<file path="src/rtl/vpifo_req_sched.sv">
// vpifo_req_sched
//   Shares the LEVEL push/pop lanes of a virtualized PIFO among NUM_REQ
//   requesters. Tree t is served by lane t % LEVEL. Each lane grants one
//   request per cycle round-robin. Per-tree occupancy counters block overflow.
//   Pops to an empty tree are answered with an error and are not issued.
//   Every pop response arrives POP_LAT+2 cycles after its grant.
//
// Ports
//   i_clk, i_arst_n   clock (rising edge), asynchronous active-low reset
//   i_req_*           per-requester request: valid, op (0 push / 1 pop),
//                     tree id, push data
//   o_req_ready       combinational grant; accepted when valid & ready
//   o_rsp_*           per-requester pop response: 1-cycle strobe, error
//                     flag, popped data (0 on error)
//   o_push, o_pop     registered PIFO lane commands
//   o_push_data       push data per lane, holds when the lane is idle
//   o_tree_id         tree id per lane, holds when the lane is idle
//   i_pop_data        PIFO pop result, valid POP_LAT cycles after o_pop
//   i_task_fifo_full  per-lane backpressure, blocks pushes only
module vpifo_req_sched #(
  parameter int PTW      = 16,
  parameter int LEVEL    = 4,
  parameter int TREE_NUM = 4,
  parameter int NUM_REQ  = 4,
  parameter int TREE_CAP = 4 * ((4 ** LEVEL - 1) / 3),
  parameter int POP_LAT  = 2,
  localparam int TW = (TREE_NUM > 1) ? $clog2(TREE_NUM) : 1,
  localparam int RW = (NUM_REQ > 1) ? $clog2(NUM_REQ) : 1
) (
  input  logic                          i_clk,
  input  logic                          i_arst_n,
  input  logic [NUM_REQ-1:0]            i_req_valid,
  input  logic [NUM_REQ-1:0]            i_req_op,
  input  logic [NUM_REQ-1:0][TW-1:0]    i_req_tree_id,
  input  logic [NUM_REQ-1:0][PTW-1:0]   i_req_data,
  output logic [NUM_REQ-1:0]            o_req_ready,
  output logic [NUM_REQ-1:0]            o_rsp_valid,
  output logic [NUM_REQ-1:0]            o_rsp_err,
  output logic [NUM_REQ-1:0][PTW-1:0]   o_rsp_data,
  output logic [LEVEL-1:0]              o_push,
  output logic [LEVEL-1:0]              o_pop,
  output logic [LEVEL-1:0][PTW-1:0]     o_push_data,
  output logic [LEVEL-1:0][TW-1:0]      o_tree_id,
  input  logic [LEVEL-1:0][PTW-1:0]     i_pop_data,
  input  logic [LEVEL-1:0]              i_task_fifo_full
);

  localparam int CW = $clog2(TREE_CAP + 1);
  localparam logic [CW-1:0] CAP = CW'(TREE_CAP);

  function automatic int unsigned lane_of(input logic [TW-1:0] t);
    return 32'(t) % LEVEL;
  endfunction

  logic [TREE_NUM-1:0][CW-1:0] cnt, cnt_nxt;
  logic [LEVEL-1:0][RW-1:0]    rr_ptr, rr_nxt;
  logic [NUM_REQ-1:0]          elig;

  // per-lane winner of this cycle
  logic [LEVEL-1:0]            g_vld, g_pop, g_hit;
  logic [LEVEL-1:0][RW-1:0]    g_req;
  logic [LEVEL-1:0][TW-1:0]    g_tree;
  logic [LEVEL-1:0][PTW-1:0]   g_data;

  // tag pipeline: stage 0 is visible with the lane command, stage POP_LAT
  // lines up with i_pop_data
  logic [LEVEL-1:0][POP_LAT:0]         tag_v, tag_e;
  logic [LEVEL-1:0][POP_LAT:0][RW-1:0] tag_id;

  logic [NUM_REQ-1:0]          rsp_v_nxt, rsp_e_nxt;
  logic [NUM_REQ-1:0][PTW-1:0] rsp_d_nxt;

  always_comb begin
    for (int unsigned r = 0; r < NUM_REQ; r++) begin
      elig[r] = i_req_valid[r] &&
                (i_req_op[r] ||
                 ((cnt[i_req_tree_id[r]] < CAP) &&
                  !i_task_fifo_full[lane_of(i_req_tree_id[r])]));
    end
  end

  always_comb begin
    g_vld       = '0;
    g_pop       = '0;
    g_hit       = '0;
    g_req       = '0;
    g_tree      = '0;
    g_data      = '0;
    o_req_ready = '0;
    rr_nxt      = rr_ptr;
    cnt_nxt     = cnt;
    for (int unsigned l = 0; l < LEVEL; l++) begin
      for (int unsigned k = 0; k < NUM_REQ; k++) begin
        logic [RW-1:0] idx;
        idx = RW'((32'(rr_ptr[l]) + k) % NUM_REQ);
        if (!g_vld[l] && elig[idx] && (lane_of(i_req_tree_id[idx]) == l)) begin
          g_vld[l]  = 1'b1;
          g_req[l]  = idx;
          g_pop[l]  = i_req_op[idx];
          g_tree[l] = i_req_tree_id[idx];
          g_data[l] = i_req_data[idx];
        end
      end
      if (g_vld[l]) begin
        o_req_ready[g_req[l]] = 1'b1;
        rr_nxt[l] = RW'((32'(g_req[l]) + 1) % NUM_REQ);
        // a tree belongs to exactly one lane, so each counter gets at most
        // one update here
        if (g_pop[l]) begin
          if (cnt[g_tree[l]] != '0) begin
            g_hit[l] = 1'b1;
            cnt_nxt[g_tree[l]] = cnt[g_tree[l]] - CW'(1);
          end
        end else begin
          cnt_nxt[g_tree[l]] = cnt[g_tree[l]] + CW'(1);
        end
      end
    end
  end

  // responses: a requester holds at most one grant per cycle and latency is
  // fixed, so two lanes never target the same requester in one cycle
  always_comb begin
    rsp_v_nxt = '0;
    rsp_e_nxt = '0;
    rsp_d_nxt = o_rsp_data;
    for (int unsigned l = 0; l < LEVEL; l++) begin
      if (tag_v[l][POP_LAT]) begin
        rsp_v_nxt[tag_id[l][POP_LAT]] = 1'b1;
        rsp_e_nxt[tag_id[l][POP_LAT]] = tag_e[l][POP_LAT];
        rsp_d_nxt[tag_id[l][POP_LAT]] = tag_e[l][POP_LAT] ? '0 : i_pop_data[l];
      end
    end
  end

  always_ff @(posedge i_clk or negedge i_arst_n) begin
    if (!i_arst_n) begin
      cnt         <= '0;
      rr_ptr      <= '0;
      o_push      <= '0;
      o_pop       <= '0;
      o_push_data <= '0;
      o_tree_id   <= '0;
      tag_v       <= '0;
      tag_e       <= '0;
      tag_id      <= '0;
      o_rsp_valid <= '0;
      o_rsp_err   <= '0;
      o_rsp_data  <= '0;
    end else begin
      cnt    <= cnt_nxt;
      rr_ptr <= rr_nxt;
      for (int unsigned l = 0; l < LEVEL; l++) begin
        o_push[l] <= g_vld[l] && !g_pop[l];
        o_pop[l]  <= g_hit[l];
        if (g_vld[l] && !g_pop[l]) begin
          o_push_data[l] <= g_data[l];
        end
        if ((g_vld[l] && !g_pop[l]) || g_hit[l]) begin
          o_tree_id[l] <= g_tree[l];
        end
        // empty-tree pops still occupy a tag slot so error latency matches
        tag_v[l][0]  <= g_vld[l] && g_pop[l];
        tag_e[l][0]  <= !g_hit[l];
        tag_id[l][0] <= g_req[l];
        for (int unsigned k = 1; k <= POP_LAT; k++) begin
          tag_v[l][k]  <= tag_v[l][k-1];
          tag_e[l][k]  <= tag_e[l][k-1];
          tag_id[l][k] <= tag_id[l][k-1];
        end
      end
      o_rsp_valid <= rsp_v_nxt;
      o_rsp_err   <= rsp_e_nxt;
      o_rsp_data  <= rsp_d_nxt;
    end
  end

endmodule
</file>
<file path="config.mk">
export PLATFORM = sky130hd
export DESIGN_NAME = vpifo_req_sched
export DESIGN_NICKNAME = d
export VERILOG_FILES = /design/src/rtl/vpifo_req_sched.sv
export SDC_FILE = /design/constraint.sdc
export NUM_CORES = 1
export LEC_CHECK = 0
export CORE_ASPECT_RATIO = 1.5
export CORE_MARGIN = 4
export CORE_UTILIZATION = 35
export CTS_CLUSTER_DIAMETER = 100
export DETAILED_ROUTE_END_ITERATION = 8
export GPL_TIMING_DRIVEN = 1
export PLACE_DENSITY = 0.64
export SYNTH_ARGS = -nofsm -noshare
export SYNTH_HDL_FRONTEND = slang
export SYNTH_SLANG_ARGS = --single-unit
</file>
<file path="constraint.sdc">
create_clock -name i_clk -period 5 [get_ports i_clk]
set_input_delay 0.5 -clock i_clk [delete_from_list [all_inputs] [get_ports i_clk]]
set_output_delay 0.5 -clock i_clk [all_outputs]
set_load 0.05 [all_outputs]
</file>
Word-level counts from Yosys, hierarchy flattened
Index checks and enable logic that the tools add are counted.

Logic and storage cells: 558. Register bits after elaboration: 244.

$lt $le $gt $ge: 52. Equality and inequality tests: 12. Muxes and demuxes: 323. Reduce and logical (&&, ||, !) cells: 96. Bitwise operators: 7. Add/subtract/negate cells: 24.

Operators with widths (count): 2-to-1 mux 16 bit (40); binary-select mux 16 bit (select 2 bit) (16); 2-to-1 mux 36 bit (12); bitwise mux 36 bit (8); bitwise mux 64 bit (4); 2-to-1 mux 64 bit (4); binary-select mux 9 bit (select 2 bit) (8); demux 16 bit (select 2 bit) (4); logical NOT 32 bit (4); less-than comparator 2 x 3 -> 1 bit (second input constant) (36); 2-to-1 mux 9 bit (12); 2-to-1 mux 2 bit (48); 2-to-1 mux 1 bit (88); binary-select mux 1 bit (select 2 bit) (36); demux 9 bit (select 2 bit) (4); binary-select mux 2 bit (select 2 bit) (16); logical AND 1 bit (56); 2-to-1 mux 4 bit (12); adder 9 x 1 -> 9 bit (second input constant) (4); less-than comparator 9 bit (second input constant) (4); nonzero test 9 bit (4); subtractor 9 x 1 -> 9 bit (second input constant) (4); >= comparator 2 x 1 -> 1 bit (second input constant) (12); logical NOT 1 bit (24); other kinds (9) (54).

Logic depth before layout (Yosys ltp)
Gate-level depths: netlist (run 1).

Word-level depth: 42. Depth in mapped cells: 22.

Worst setup path after synthesis (run 1)
No wires, ideal clock.

Path kind: input -> register. From: input i_req_tree_id[6] (netlist name). To: register cnt[29] (netlist name). Required time: 4.874 ns. Arrival time: 5.377 ns. Slack: -0.503 ns. Buffers on the path: 5. Cell stages on the path: 22. Cell sequence: buf_6 -> mux4_2 -> and3_1 -> o31a_1 -> buf_6 -> or3_4 -> o211a_1 -> o221a_4 -> or4_1 -> clkbuf_1 -> clkbuf_1 -> nand2_1 -> o21ai_0 -> inv_1 -> ha_1 -> nand2_1 -> or3_1 -> nor4_1 -> mux2i_1 -> and2_1 -> buf_6 -> a221o_1.

RTL lines: start: declaration (RTL line 34) `input logic [NUM_REQ-1:0][TW-1:0] i_req_tree_id,`; end signal: assignment (RTL line 151) `cnt <= cnt_nxt;`; end: declaration (RTL line 55) `logic [TREE_NUM-1:0][CW-1:0] cnt, cnt_nxt;`.

==> results by stage, run 1 <==
Synth:
- The mean post-synth cell area is 8.20 sq um.
- sky130_fd_sc_hd__dfrtp_1 takes more of the synthesized area than any other cell.
- The sequential fraction of the synthesis area is 27.3%.
- The number of warning messages in the yosys log is 0.
- After synthesis, the share of flip-flops with an asynchronous set or reset is 100%.
- The netlist uses 88 different library cells.
- Counting every net in the synthesized netlist gives 2901.
- After synthesis the netlist holds a flip-flop and latch count of 244.
- The synthesized instance count is 2727.
- The top cell type by area accounts for 27.3% of the synthesized area.
- In this run, synthesis inferred 0 flip-flops with an integrated enable.
- The synthesized cell area is 22300 sq um.
- In the synthesized netlist the dominant register cell turns out to be sky130_fd_sc_hd__dfrtp_1.
- Sorting the synthesized cells by area gives the leading types as sky130_fd_sc_hd__dfrtp_1, sky130_fd_sc_hd__mux4_2, sky130_fd_sc_hd__mux2i_1, sky130_fd_sc_hd__a21oi_1, sky130_fd_sc_hd__nor2_1.

Flow run:
- Max-cap violations in this run came to 0.

Clock tree:
- The clock root buffer is sky130_fd_sc_hd__clkbuf_16.
- The TritonCTS clock tree is yes.
- After clock tree synthesis, the clock-pin slew on the worst setup and hold paths is 0.07 ns.
- The total clock buffers created by CTS is 28.
- The longest clock path from root to sink contains 3 buffers.
- In this run the number of H-tree levels came out at 1.
- The count of clock tree sinks is 244.
- At the later pin of the worst-skew pair, clock insertion delay measures 0.62 ns.

Setup path:
- The cell count of the worst reg-to-reg path is 18.
- In this run the register-to-register setup slack is 0.39 ns.
- The critical path is of the flop to output pin type.
- The endpoint identified for the worst register-to-register timing path is cnt[30].
- The start point of the critical path is cnt[33].
- The startpoint type of the worst setup path is a flop.
- Of all nets on the critical path, the largest fanout is 10.
- The startpoint identified for the worst register-to-register timing path is cnt[35].
- The endpoint required time on the critical path is 4.50 ns.
- Data arrives at the worst endpoint at 4.55 ns.
- The endpoint of the worst setup timing path is o_req_ready[2].
- STA classifies the critical path endpoint as an output pin.

STA:
- The worst path uses 101% of the clock period.
- Subtracting the final worst setup slack from the clock period gives 5.05 ns.
- The count of endpoints failing hold in the final timing report is 0.
- The transition time at the pin with the least slew margin is 1.08 ns.
- After layout, the worst setup slack is -0.0533 ns.
- The worst pin sits at a relative slew slack of 27.9%.
- The number of pins exceeding their max-slew limit in the final report came to 0.
- On the final layout, the worst clock skew is 0.0224 ns.
- The final setup violation count is 2.
- Setup repair after global routing could not meet its margin everywhere.
- Static timing analysis puts the maximum clock frequency at 0.198 GHz.
- The setup TNS is -0.0784 ns.

Floorplanning:
- The area inside the core boundary is 63300 sq um.
- The die outline area is 68000 sq um.
- The I/O pin total is 306.
- The die is 317 um tall.
- The width of the die is 214 um.
- In this run the core area contains 113 standard-cell rows.
- For this configuration, the core starts out at a cell density of 35.3%.

Finish:
- Leaving out filler cells and counting taps, the final layout contains 3818.
- In the final layout, the share of cells above drive strength 1 is 18.8%.
- The area growth from synthesis to layout is 27.3%.
- The final layout net count is 3159.
- The utilization of the core after routing is 44.9%.

Detailed routing:
- The routed layout has 22.9k vias.
- The length of the first detailed-routing pass in iterations is 6.
- The number of nets with antenna violations after routing is 0.
- The routed design has 84.9 mm of wire.
- After detailed routing, the number of vias per cell comes to 6.01.
- After the first detailed-routing iteration, the DRC count stood at 2149.
- After detailed routing, the number of remaining DRC violations is 0.
- After detailed routing, the average wire length per cell comes to 22.2 um.

GRT:
- The number of global-route vias before repair came to 22.5k.
- The global-route wire length before repair is 132 mm.
- The initial antenna violation count was 9.
- The overall global routing resource usage is 23.9%.
- The largest net degree at the start of global routing is 117.
- The total congestion overflow after global routing is 0.

Hold path:
- The path class of the lowest-slack min-delay path is flop to flop.

Power and ir drop:
- The peak ir drop on the vdd network is 0.331 mV.
- For this design the static power due to leakage is 11.5 nW.
- The power density over the cells is 779 nW/um^2.

Placed design:
- The placed cell count is 3745.
- The count of buffers added on input and output ports is 305.
- The final weighted congestion in routability-driven placement is 0.946.
- The placed wire-length estimate is 60.5 mm.

Status:
- The flow ran to the end, but the final reports show violations.
- The checks that failed: negative setup slack.
## kinds of logic (layout without fill, tap and decap cells)
| kind of cell | count (synthesis) | after routing | synth area share (%) |
|---|---|---|---|
| compound gates | 855 | 855 | 24.8 |
| xor+xnor | 28 | 28 | 1.10 |
| fa+ha+maj | 24 | 24 | 1.34 |
| buf+inv | 380 | 659 | 6.75 |
| flops | 244 | 244 | 27.3 |
| mux | 331 | 331 | 20.7 |
| other cells | 0 | 7 | 0 |
| simple gates | 865 | 865 | 18.0 |
## timing repair
item,4_1_cts,5_1_grt
hold endpoints to repair,8,0
pin swaps,9,21
cloned,0,1
gates resized for setup,20,49
setup buffers,1,12
endpoints found under the setup margin,4,4
hold buffers,1,0
## report_power, final
part	switching (mW)	internal, mW	total, mW
Clock	0.988	1.42	2.41
Sequential	0.955	2.96	3.91
Combinational	9.43	6.40	15.8
## final cells by class
cell class              instances  area, sq um
flip-flops and latches        244         6140
inverters                      77          289
clock inverters                20          338
repair buffers                531         4900
multi-input cells            2103        15000
well taps                     805         1010
diodes                          7         17.5
clock buffers                  31          722
fillers                      6241        34900
## registers in the layout (all words and copies together), names as in the netlist
| signal | cells |
|---|---|
| o_rsp_err | 4 |
| tag_e | 12 |
| o_rsp_valid | 4 |
| tag_v | 12 |
| tag_id | 24 |
| rr_ptr | 8 |
| o_tree_id | 8 |
| o_push_data | 64 |
| o_push | 4 |
| o_rsp_data | 64 |
| cnt | 36 |
| o_pop | 4 |
## metal layers
layer	global-route usage [%]	vias to the layer above	wire [um]
met5	0	-	43
met4	10.8	6	3950
met3	4.46	243	6460
met2	41.7	1053	42000
met1	28.5	11100	32400
li1	-	10500	-
## synthesized netlist by cell type (8+ instances only)
library cell / instances
sky130_fd_sc_hd__mux2_2: 90
sky130_fd_sc_hd__o21a_1: 9
sky130_fd_sc_hd__o31a_1: 22
sky130_fd_sc_hd__a221o_1: 10
sky130_fd_sc_hd__a211oi_1: 30
sky130_fd_sc_hd__nand4_1: 8
sky130_fd_sc_hd__inv_1: 73
sky130_fd_sc_hd__mux4_2: 96
sky130_fd_sc_hd__o31ai_1: 11
sky130_fd_sc_hd__o21ai_1: 17
sky130_fd_sc_hd__clkbuf_2: 14
sky130_fd_sc_hd__nand2b_1: 14
sky130_fd_sc_hd__a21oi_1: 260
sky130_fd_sc_hd__o22ai_1: 9
sky130_fd_sc_hd__xor2_1: 9
sky130_fd_sc_hd__clkbuf_1: 239
sky130_fd_sc_hd__dfrtp_1: 244
sky130_fd_sc_hd__a221oi_1: 38
sky130_fd_sc_hd__buf_1: 19
sky130_fd_sc_hd__nor2_1: 313
sky130_fd_sc_hd__nor4_1: 18
sky130_fd_sc_hd__nand3_1: 34
sky130_fd_sc_hd__o221ai_1: 8
sky130_fd_sc_hd__or3_1: 31
sky130_fd_sc_hd__o21ai_0: 180
sky130_fd_sc_hd__o211ai_1: 90
sky130_fd_sc_hd__ha_1: 24
sky130_fd_sc_hd__nor3_1: 44
sky130_fd_sc_hd__mux2i_1: 145
sky130_fd_sc_hd__or2_2: 11
sky130_fd_sc_hd__and2_1: 30
sky130_fd_sc_hd__nand3b_1: 8
sky130_fd_sc_hd__and3_1: 13
sky130_fd_sc_hd__o22a_1: 32
sky130_fd_sc_hd__xnor2_1: 19
sky130_fd_sc_hd__nand2_1: 240
sky130_fd_sc_hd__a22oi_1: 37
sky130_fd_sc_hd__o2bb2ai_1: 8
sky130_fd_sc_hd__nor2b_1: 73
sky130_fd_sc_hd__buf_2: 25
sky130_fd_sc_hd__a31oi_1: 25
## worst max-delay path, stage by stage (launching register included)
cell and delay [ns]:
sky130_fd_sc_hd__dfrtp_2 0.49, sky130_fd_sc_hd__mux4_2 0.49, sky130_fd_sc_hd__and3_4 0.19, sky130_fd_sc_hd__o31a_1 0.14, sky130_fd_sc_hd__or3_4 0.41, sky130_fd_sc_hd__buf_6 0.14
sky130_fd_sc_hd__o221ai_2 0.18, sky130_fd_sc_hd__o221a_4 0.24, sky130_fd_sc_hd__nand3_4 0.09, sky130_fd_sc_hd__buf_6 0.15, sky130_fd_sc_hd__nand4_1 0.08, sky130_fd_sc_hd__o211ai_1 0.16
sky130_fd_sc_hd__a221o_1 0.46, sky130_fd_sc_hd__ha_2 0.21, sky130_fd_sc_hd__a22oi_2 0.20, sky130_fd_sc_hd__nand2_1 0.13, sky130_fd_sc_hd__buf_12 0.17
## through the flow
stage | power (mW) | instance area, sq um | hold WS, ns | setup WS, ns
after CTS | 22.0 | 28100 | 0.339 | 0.0133
after floorplan | 14.4 | 22400 | 0.204 | -0.0881
final | 22.2 | 28400 | 0.338 | -0.0533
after global placement | 19.2 | 27000 | 0.332 | -0.192
after global routing | 23.7 | 28400 | 0.351 | -0.206
after detailed placement | 19.3 | 27000 | 0.335 | -0.223
## worst min-delay path by stage
stage | from | depth (start not counted) | to | slack (ns)
after global routing | tag_e[7] | 0 | tag_e[8] | 0.35
after floorplan | i_arst_n | 0 | cnt[0] | 0.20
after detailed placement | tag_e[4] | 0 | tag_e[5] | 0.33
after global placement | tag_id[3] | 0 | tag_id[5] | 0.33
after CTS | tag_e[4] | 0 | tag_e[5] | 0.34
final | tag_e[4] | 0 | tag_e[5] | 0.34
## layout by cell type, fill, tap and decap left out, types with 30 or more instances in the layout
cell type,netlist,final
sky130_fd_sc_hd__inv_1,73,72
sky130_fd_sc_hd__nor3_1,44,44
sky130_fd_sc_hd__mux2i_1,145,142
sky130_fd_sc_hd__a21oi_1,260,257
sky130_fd_sc_hd__nand3_1,34,33
sky130_fd_sc_hd__o21ai_0,180,172
sky130_fd_sc_hd__nand2_1,240,238
sky130_fd_sc_hd__o22a_1,32,32
sky130_fd_sc_hd__clkdlybuf4s50_1,0,298
sky130_fd_sc_hd__nor2_1,313,305
sky130_fd_sc_hd__nor2b_1,73,73
sky130_fd_sc_hd__a22oi_1,37,33
sky130_fd_sc_hd__a221oi_1,38,37
sky130_fd_sc_hd__mux2_2,90,90
sky130_fd_sc_hd__and2_1,30,30
sky130_fd_sc_hd__buf_4,3,210
sky130_fd_sc_hd__dfrtp_1,244,228
sky130_fd_sc_hd__or3_1,31,30
sky130_fd_sc_hd__mux4_2,96,96
sky130_fd_sc_hd__o211ai_1,90,90
No activity file was read; power rests on OpenSTA's default activity.
==> inputs of run 2 (changes only) <==
--- a/config.mk
+++ b/config.mk
@@ -6,12 +6,12 @@
 export NUM_CORES = 1
 export LEC_CHECK = 0
 export CORE_ASPECT_RATIO = 1.5
-export CORE_MARGIN = 4
+export CORE_MARGIN = 1.5
 export CORE_UTILIZATION = 35
 export CTS_CLUSTER_DIAMETER = 100
 export DETAILED_ROUTE_END_ITERATION = 8
 export GPL_TIMING_DRIVEN = 1
-export PLACE_DENSITY = 0.64
+export PLACE_DENSITY = 0.62
 export SYNTH_ARGS = -nofsm -noshare
 export SYNTH_HDL_FRONTEND = slang
 export SYNTH_SLANG_ARGS = --single-unit
==> constraint.sdc (replaced) <==
create_clock -name i_clk -period 5.2 [get_ports i_clk]
set_input_delay 0.52 -clock i_clk [delete_from_list [all_inputs] [get_ports i_clk]]
set_output_delay 0.52 -clock i_clk [all_outputs]
set_load 0.05 [all_outputs]
==> run 2 against run 1 <==
The run now ends clean. Clock power fell by 8%. Sequential cell count did not move. Core utilization decreased by 0.22 points. Critical path depth grew 1. Wire length is 7.7% higher. Register-to-register slack worse by 0.03 ns. Sequential share of layout area rose by 0.15 points. Sequential power is 4% lower. Cell area down 0.72%. Worst setup slack better by 0.14 ns. Critical endpoint unchanged. Largest power group unchanged.
==> results by stage, run 2 (synthesis results as in run 1) <==
GRT:
- The global-route wire length before repair is 138 mm (+4.8%).
- The initial antenna violation count is 9 (unchanged).
- The largest net degree at the start of global routing is 98 (-16%).
- The total congestion overflow after global routing came to 0 (unchanged).
- The number of global-route vias before repair came to 22.9k (+1.9%).
- The overall global routing resource usage is 27.1% (+3.2 points).

Setup path:
- The nature of the critical path endpoint is an output pin.
- The cell with the largest stage delay on the worst path is sky130_fd_sc_hd__mux4_2.
- The highest net fanout along the worst path is 6 (-4).
- The endpoint required time on the critical path is 4.68 ns (+0.18 ns).
- The arrival time of data at the critical path endpoint is 4.59 ns (+0.04 ns).
- The most common cell type on the critical path is sky130_fd_sc_hd__buf_6.
- The startpoint type of the worst setup path is a primary input.
- The stage delay of the slowest cell on the critical path came to 0.53 ns (+0.04 ns).
- The setup path with the least slack is of type primary input to output pin.
- The signal on the critical path passes through clkdlybuf4s50_1 -> buf_6 -> mux4_2 -> and3_4 -> o31a_1 -> or3_4 -> buf_4 -> a221oi_4 -> o211ai_1 -> nand3_1 -> nor2_1 -> a311o_1 -> a221o_1 -> ha_2 -> a22oi_1 -> nand2_1 -> buf_6.

Clock tree:
- The count of clock tree sinks is 244 (unchanged).
- The number of H-tree branching levels is 1 (unchanged).
- The total clock buffers created by CTS is 28 (unchanged).
- The cell sitting at the root of the clock tree is a sky130_fd_sc_hd__clkbuf_16.
- The insertion delay of the later-clocked pin in the worst-skew pair is 0.60 ns (-0.02 ns).
- The worst-case clock buffer depth is 3 (unchanged).
- The TritonCTS clock tree is yes.
- The clock input transition at the sequential cells of the worst setup and hold paths is 0.06 ns (about the same).

Power and ir drop:
- The peak ir drop on the vdd network is 0.408 mV (+24%).
- The clock share of power was 10.3% (-0.6 points).
- The proportion of power drawn by combinational gates is 72.2% (+0.7 points).
- The power density over the cells is 757 nW/um^2 (-2.8%).
- The internal power component came to 10.2 mW (-5.5%).
- The leakage component of the power came to 11.4 nW (-0.76%).
- The final total power is 21.4 mW (-3.5%).
- The relative contribution of sequential cells to total power is 17.5% (-0.2 points).
- The switching portion of total power is 52.4% (+1.0 points).
- The net switching component of the power was 11.2 mW (-1.6%).

STA:
- The worst slew slack as a fraction of its limit is 24.0% (-3.9 points).
- The final setup violation count is 0 (-2).
- The number of pins exceeding their max-slew limit in the final report is 0 (unchanged).
- The fmax is 0.196 GHz.
- The transition time at the pin with the least slew margin was 1.14 ns (+0.0590 ns).
- The final worst-path setup slack is 0.0887 ns (+0.142 ns).
- The clock skew came to 0.0174 ns (-0.00501 ns).
- The final critical-path share of the clock period is 98.3%.
- The shortest period the worst path allows is 5.11 ns.
- The count of endpoints failing hold in the final timing report is 0 (unchanged).

Floorplanning:
- The placement row count is 113 (unchanged).
- The starting density of the core was 35.4% (+0.079 points).
- The die outline area came to 65400 sq um (-3.9%).
- The width of the die is 209 um (-2.3%).
- The overall die height was 312 um (-1.6%).
- The I/O pin total was 306 (unchanged).
- The area inside the core boundary is 63200 sq um (-0.22%).

Finish:
- Leaving out fill and tap cells, the most frequent cells in the layout are sky130_fd_sc_hd__nor2_1, sky130_fd_sc_hd__clkdlybuf4s50_1, sky130_fd_sc_hd__a21oi_1.
- In the final layout, the registers with the most flip-flops are o_push_data: 64 flops, o_rsp_data: 64 flops, cnt: 36 flops.
- The proportion of layout cells with a drive suffix above 1 is 18.6% (-0.20 points).
- The final layout net count is 3152 (-0.22%).
- The area growth from synthesis to layout is 26.4%.
- The most common cell after layout, fill and taps aside is sky130_fd_sc_hd__nor2_1.
- The number of fill cells in the layout came to 6129 (-1.8%).
- The register area is 6140 sq um (about the same).
- The area of combinational cells with multiple inputs is 15000 sq um (-0.28%).

Detailed routing:
- The average via count per standard cell is 6.09 (+1.3%).
- The violation count after the first detailed-routing iteration came to 2422 (+13%).
- The length of the first detailed-routing pass in iterations is 7 (+1).
- The routed wire length is 91.4 mm (+7.7%).
- The number of nets with antenna violations after routing is 0 (unchanged).
- The final routed DRC violation total came to 0 (unchanged).
- The final routed wire length divided by cell count is 24.0 um (+8.0%).
- The total number of vias is 23.2k (+1.0%).

Placed design:
- The final weighted congestion in routability-driven placement is 0.952 (+0.68%).
- The placed wire-length estimate is 66.0 mm (+9.0%).
- The post-placement worst setup slack is -0.260 ns (-0.0371 ns).
- The number of port buffers is 305 (unchanged).

Hold path:
- The path class of the lowest-slack min-delay path is flop to flop.

Status:
- The flow ran to the end, and the final reports show no timing, DRC or antenna violations.

Flow run:
- The reported max-cap violation count is 0 (unchanged).
run 2: changes by cell type in the layout (fill, tap and decap cells not counted), moves of 3 or more:
cell	before	now
sky130_fd_sc_hd__ha_2	5	2
sky130_fd_sc_hd__buf_6	9	4
sky130_fd_sc_hd__diode_2	7	1
sky130_fd_sc_hd__bufinv_16	7	4
sky130_fd_sc_hd__ha_1	19	22
sky130_fd_sc_hd__inv_6	1	4
sky130_fd_sc_hd__o21ai_0	172	176
sky130_fd_sc_hd__o21ai_2	1	4
sky130_fd_sc_hd__o21ai_1	22	16
run 2: what timing repair did:
| action | CTS | global route |
|---|---|---|
| gates resized for setup | 19 | 45 |
| endpoints found under the setup margin | 4 | 4 |
| endpoints found under the hold margin | 60 | 0 |
| hold buffers | 1 | 0 |
| pin swaps | 0 | 10 |
| setup buffers | 0 | 21 |
run 2: worst paths after layout:
check | slack [ns] | end | from | cells after the start
setup / recovery | 0.09 | o_req_ready[2] | i_req_tree_id[6] | 17
hold / removal | 0.35 | tag_id[17] | tag_id[15] | 0
setup reg to reg | 0.36 | cnt[10] | cnt[25] | 20
hold reg to reg | 0.35 | tag_id[17] | tag_id[15] | 0
max in group asynchronous | 3.34 | o_rsp_data[24] | i_arst_n | 3
min in group asynchronous | 0.57 | o_tree_id[0] | i_arst_n | 2
run 2: stage by stage:
step / instances / hold slack [ns] / utilization, % / instance area [sq um] / setup TNS (ns)
floorplan: 2727 / 0.224 / - / 22400 / 0
global placement: 3731 / 0.332 / 42.5 / 26800 / -1.19
detailed placement: 3731 / 0.335 / 42.5 / 26800 / -2.82
CTS: 3784 / 0.348 / 44.2 / 27900 / 0
global route: 3806 / 0.351 / 44.7 / 28200 / -0.223
finish: 3806 / 0.347 / 44.7 / 28200 / 0
run 2: power groups by stage:
| stage | combinational, mW | sequential (mW) | clock [mW] |
|---|---|---|---|
| finish | 15.4 | 3.74 | 2.21 |
| global route | 16.6 | 3.83 | 2.33 |
| CTS | 15.1 | 3.73 | 2.27 |
| detailed placement | 15.0 | 3.75 | 0 |
| global placement | 14.7 | 3.72 | 0 |
| floorplan | 8.75 | 5.07 | 0 |
run 2: area by class of cell:
cell class / instances / share of cell area (%)
inverter: 77 / 1.02
timing repair buffer: 524 / 17.0
clock buffer: 32 / 2.72
sequential: 244 / 21.7
multi-input combinational: 2103 / 53.1
antenna: 1 / 0.00886
clock inverter: 20 / 0.851
tap: 805 / 3.57
run 2: worst max-delay path: cells and delay by family:
family / cells / cell delay (ns)
mux: 1 / 0.53
buf+inv: 4 / 0.98
compound gates: 6 / 1.43
simple gates: 5 / 0.91
fa+ha+maj: 1 / 0.21
run 2: routing by layer:
metal / up-vias / routed length (um) / global-route usage, %
li1: 10500 / - / -
met1: 11400 / 35100 / 32.2
met2: 1024 / 46000 / 48.3
met3: 216 / 6410 / 3.98
met4: 8 / 3840 / 11.6
met5: - / 54 / 0
